===== config.mk =====
export PLATFORM = sky130hd
export DESIGN_NAME = instr_fetch_unit
export DESIGN_NICKNAME = d
export VERILOG_FILES = /design/src/rtl/instr_fetch_unit.sv
export SDC_FILE = /design/constraint.sdc
export NUM_CORES = 1
export LEC_CHECK = 0
export CAP_MARGIN = 20
export CORE_ASPECT_RATIO = 0.9
export CORE_MARGIN = 2
export CORE_UTILIZATION = 45
export CTS_BUF_LIST = sky130_fd_sc_hd__clkbuf_2
export DETAILED_ROUTE_END_ITERATION = 8
export PLACE_DENSITY_LB_ADDON = 0.3
export SYNTH_ARGS = -nofsm -noshare
export SYNTH_HDL_FRONTEND = slang
export SYNTH_SLANG_ARGS = --single-unit

===== constraint.sdc =====
create_clock -name clk -period 4.1 [get_ports clk]
set_input_delay 0.82 -clock clk [delete_from_list [all_inputs] [get_ports clk]]
set_output_delay 0.82 -clock clk [all_outputs]
set_load 0.05 [all_outputs]

===== src/rtl/instr_fetch_unit.sv =====
// rtl/instr_fetch_unit.sv - MIPS fetch stage: PC, imem handshake, next-PC select.
// Optional HALT on op 6'b111111 when FETCH_HALT_EN is defined.
module instr_fetch_unit #(
  parameter logic [31:0] RESET_PC = 32'h0000_0000
) (
  input  logic        clk,
  input  logic        reset_n,
  output logic        imem_req,
  output logic [31:0] imem_addr,
  input  logic [31:0] imem_rdata,
  input  logic        imem_ready,
  input  logic        branch,
  input  logic        zero,
  input  logic        jump,
  output logic        instr_valid,
  output logic [31:0] instr,
  output logic [5:0]  op,
  output logic [5:0]  funct,
  output logic [31:0] pc,
  output logic [31:0] pc_plus4
);

  typedef enum logic [1:0] {
    S_FETCH = 2'd0,
    S_EXEC  = 2'd1,
    S_HALT  = 2'd2
  } state_t;

  state_t      state_q, state_d;
  logic [31:0] pc_q, pc_d;
  logic [31:0] instr_q, instr_d;
  logic [31:0] seq_pc;
  logic [31:0] branch_off;
  logic [31:0] next_pc;

  assign seq_pc     = pc_q + 32'd4;
  assign branch_off = {{14{instr_q[15]}}, instr_q[15:0], 2'b00};

  // Control inputs only matter in EXEC, where next_pc is consumed.
  always_comb begin
    next_pc = seq_pc;
    if (jump) begin
      next_pc = {seq_pc[31:28], instr_q[25:0], 2'b00};
    end else if (branch && zero) begin
      next_pc = seq_pc + branch_off;
    end
  end

  always_comb begin
    state_d     = state_q;
    pc_d        = pc_q;
    instr_d     = instr_q;
    imem_req    = 1'b0;
    instr_valid = 1'b0;
    case (state_q)
      S_FETCH: begin
        imem_req = 1'b1;
        if (imem_ready) begin
          instr_d = imem_rdata;
          state_d = S_EXEC;
        end
      end
      S_EXEC: begin
        instr_valid = 1'b1;
        pc_d        = next_pc;
        state_d     = S_FETCH;
`ifdef FETCH_HALT_EN
        if (instr_q[31:26] == 6'b111111) begin
          pc_d    = pc_q;
          state_d = S_HALT;
        end
`endif
      end
      S_HALT: begin
        state_d = S_HALT;
      end
      default: begin
        state_d = S_FETCH;
      end
    endcase
  end

  always_ff @(posedge clk) begin
    if (!reset_n) begin
      state_q <= S_FETCH;
      pc_q    <= RESET_PC;
      instr_q <= 32'd0;
    end else begin
      state_q <= state_d;
      pc_q    <= pc_d;
      instr_q <= instr_d;
    end
  end

  assign imem_addr = pc_q;
  assign pc        = pc_q;
  assign pc_plus4  = seq_pc;
  assign instr     = instr_q;
  assign op        = instr_q[31:26];
  assign funct     = instr_q[5:0];

endmodule


==> metrics.cfg <==
[power]
seqPwrFrac_pct = 39.7
peakVddDrop_uv = 153
p_int_mw = 1.03
total_power_mw = 1.78
clock_power_share_pct = 22.2
p_per_area_mw_per_mm2 = 248
p_leak_nw = 2.95
p_comb_share_pct = 38.1
power.switching_mw = 0.751
sw_frac_of_total_pct = 42.2

[worst_setup_path]
cp.arrival_ns = 3.19
cp.required_ns = 3.28
critPathMaxStageDelay_ns = 0.58
cp_num_buf_inv = 1
startpoint_type = flip-flop
crit_family = simple AND/OR/NAND/NOR gates
crit_fanout = 6
slowest_stage = dlygate4sd2_1
crit_start = imem_addr[9]$_SDFFE_PN0P_
crit_cells = 6
worstSetupPathType = flip-flop to primary output
end_kind = primary output
r2r_cells = 13
r2r_start = imem_addr[9]$_SDFFE_PN0P_
crit_chain = and4_1 > nand3b_1 > nor4b_2 > nand2_1 > xnor2_1 > dlygate4sd2_1

[route]
drt_iter0_drc = 458
vias = 5590
routedWlPerCell_um = 17.6
first_pass_iters = 5
drtAntennaViolNets = 0
via_per_inst = 5.72
wirelength_um = 17200
drc = 0

[worst_hold_path]
whs_path_depth = 1
hold_start = state_q[0]$_SDFFE_PN0P_
hp-class = flip-flop to flip-flop

[logic_synthesis]
synth_cells = 694
synth_area_leaders = dfxtp_1 24%, nand2_1 8.9%, ha_1 8.6%
synthDistinctLibCells = 67
yosys.area.top_type = dfxtp_1
postSynth.asyncResetShare_pct = 0
ys.flop_type = dfxtp_1
synth_top_area_share_pct = 24.4
synth_seq_area_share_pct = 24.4
yosysWarnings = 0
ys_seq_elements = 64
synth_edf_count = 0
netlist_area_sq_mm = 0.00525
syn_avg_cell_area_sq_um = 7.57

[die]
die_h_um = 106
die-area_sq_mm = 0.0126
core_area_sq_mm = 0.0114
num_rows = 37
io_pins = 180
die_w_um = 118
start_util_pct = 46.1

[timing]
worst_pin_slew_ns = 0.595
finalSetupViolations = 0
fin_crit_sh_pct = 97.8
slew_headroom_pct = 60.3
rsz0062_at_grt = no
hold_viol = 0
fin_skew_ns = 0.0311
setup_slack_ns = 0.0906
whs_ns = 0.445
slew_violations = 0
clock.fmax_mhz = 249
final.min_clock_period_ns = 4.01
tns_ns = 0

[global_route]
grt_pass1_vias = 5048
track_usage_pct = 26.2
grt_pass1_wl_um = 26600
antenna_found_initial = 0
grt-ovfl-total = 0
grt_max_degree = 56

[placement]
pre_cts_slack_ns = 0.137
numPortBuffers = 173
hpwl_um = 13000
gp_congestion = 0.894
placed_area_sq_mm = 0.00701

[clock_tree]
clock_tree.buffer_depth = 2
clock_latency_ns = 0.53
cts_buffers = 9
tritoncts = built
cts_root_buf = clkbuf_2
cts_setup_buffers = 0
cts_sinks = 64
clk_pin_slew_ns = 0.20
htreeDepth = 3

[outcome]
outcome = finished clean

[final_layout]
fin_area_sq_mm = 0.00716
antenna_cells = 0
drive_gt1_share_pct = 10.4
syn_to_final_growth_pct = 36.4
layout.nets = 891

[flow_run]
maxCapViolCount = 0

## cell families after synthesis
| logic type | after synthesis | share of synthesized area [%] |
|---|---|---|
| other | 1 | 0.0714 |
| AND/OR/NAND/NOR | 251 | 22.6 |
| XOR/XNOR | 49 | 8.17 |
| buffers and inverters | 94 | 10.2 |
| flip-flops | 64 | 24.4 |
| multiplexers | 5 | 1.00 |
| AO/OA/AOI/OAI | 193 | 24.6 |
| adder cells (fa/ha/maj) | 37 | 8.96 |
## synth_stat cells, drive strengths merged (2+ instances only)
| library cell | instances |
|---|---|
| a211o | 5 |
| a211oi | 8 |
| a21o | 14 |
| a21oi | 76 |
| a22oi | 2 |
| a311o | 3 |
| a311oi | 3 |
| a31o | 2 |
| a31oi | 5 |
| a41oi | 2 |
| and2 | 7 |
| and3 | 11 |
| and4 | 3 |
| buf | 53 |
| clkbuf | 29 |
| dfxtp | 64 |
| ha | 36 |
| inv | 11 |
| mux2 | 2 |
| mux2i | 3 |
| nand2 | 124 |
| nand2b | 3 |
| nand3 | 20 |
| nand4 | 11 |
| nor2 | 43 |
| nor2b | 6 |
| nor3 | 9 |
| nor3b | 3 |
| nor4b | 3 |
| o211a | 3 |
| o211ai | 22 |
| o21a | 3 |
| o21ai | 24 |
| o21bai | 7 |
| o2bb2ai | 3 |
| o31ai | 5 |
| or3 | 4 |
| xnor2 | 27 |
| xor2 | 22 |
## flip-flops by register name (all words and copies together) (netlist names)
register	flops
imem_addr	30
instr	32
state_q	2
## power by group through the flow
stage | registers (mW) | clock network [mW] | logic [mW]
after global routing | 0.711 | 0.420 | 0.715
after detailed placement | 0.718 | 0 | 0.666
final | 0.707 | 0.395 | 0.676
after CTS | 0.706 | 0.396 | 0.666
after floorplan | 0.810 | 0 | 0.370
after global placement | 0.716 | 0 | 0.660
## what timing repair did
item | 4_1_cts | 5_1_grt
hold buffers | 0 | 0
gates resized for setup | 12 | 14
endpoints found under the setup margin | 12 | 11
## layout by cell type, fill, tap and decap left out, types with 4 or more instances in the layout
cell type        count
xnor2_1             14
and2_1               7
o21bai_1             7
a21o_1              14
dfxtp_2             12
xor2_1              16
clkdlybuf4s50_1    160
ha_1                35
dlygate4sd2_1        7
o31ai_1              5
a21oi_1             75
nand2_1            124
or3_1                4
buf_4               13
a211o_1              5
and3_1              11
xnor2_2             11
inv_1               10
nand4_1             11
xor2_2               4
conb_1               6
clkbuf_2            14
nor2_1              42
nor2b_1              5
a211oi_1             6
o211ai_1            22
nand3_1             19
dfxtp_1             52
nor3_1               8
o21ai_0             21
## worst paths after layout
| kind | endpoint | slack [ns] |
|---|---|---|
| hold reg to reg | state_q[1]$_SDFFE_PN0P_ | 0.45 |
| hold / removal | state_q[1]$_SDFFE_PN0P_ | 0.45 |
| setup reg to reg | imem_addr[31]$_SDFFE_PN0P_ | 0.24 |
| setup / recovery | pc_plus4[25] | 0.09 |
## per-layer routing
layer,track usage [%],vias up,wire (um)
met1,36.5,2634,7460
met2,41.6,288,7770
met3,5.95,15,1820
met5,0,-,0
met4,5.59,0,159
li1,-,2653,-
## layout make-up
class                      instances  area [sq um]
timing repair buffer             188          1860
clock buffer                      10          50.0
multi-input combinational        541          3660
tap                              156           195
fill                            1012          4230
clock inverter                     6          60.1
sequential                        64          1300
inverter                          12          45.0
## metrics by stage
step / std cells / util (%)
final: 977 / 62.9
after global routing: 977 / 62.9
after CTS: 975 / 62.4
after detailed placement: 959 / 61.5
after global placement: 959 / 61.5
after floorplan: 699 / -
Power figures use the tool's default switching activity.
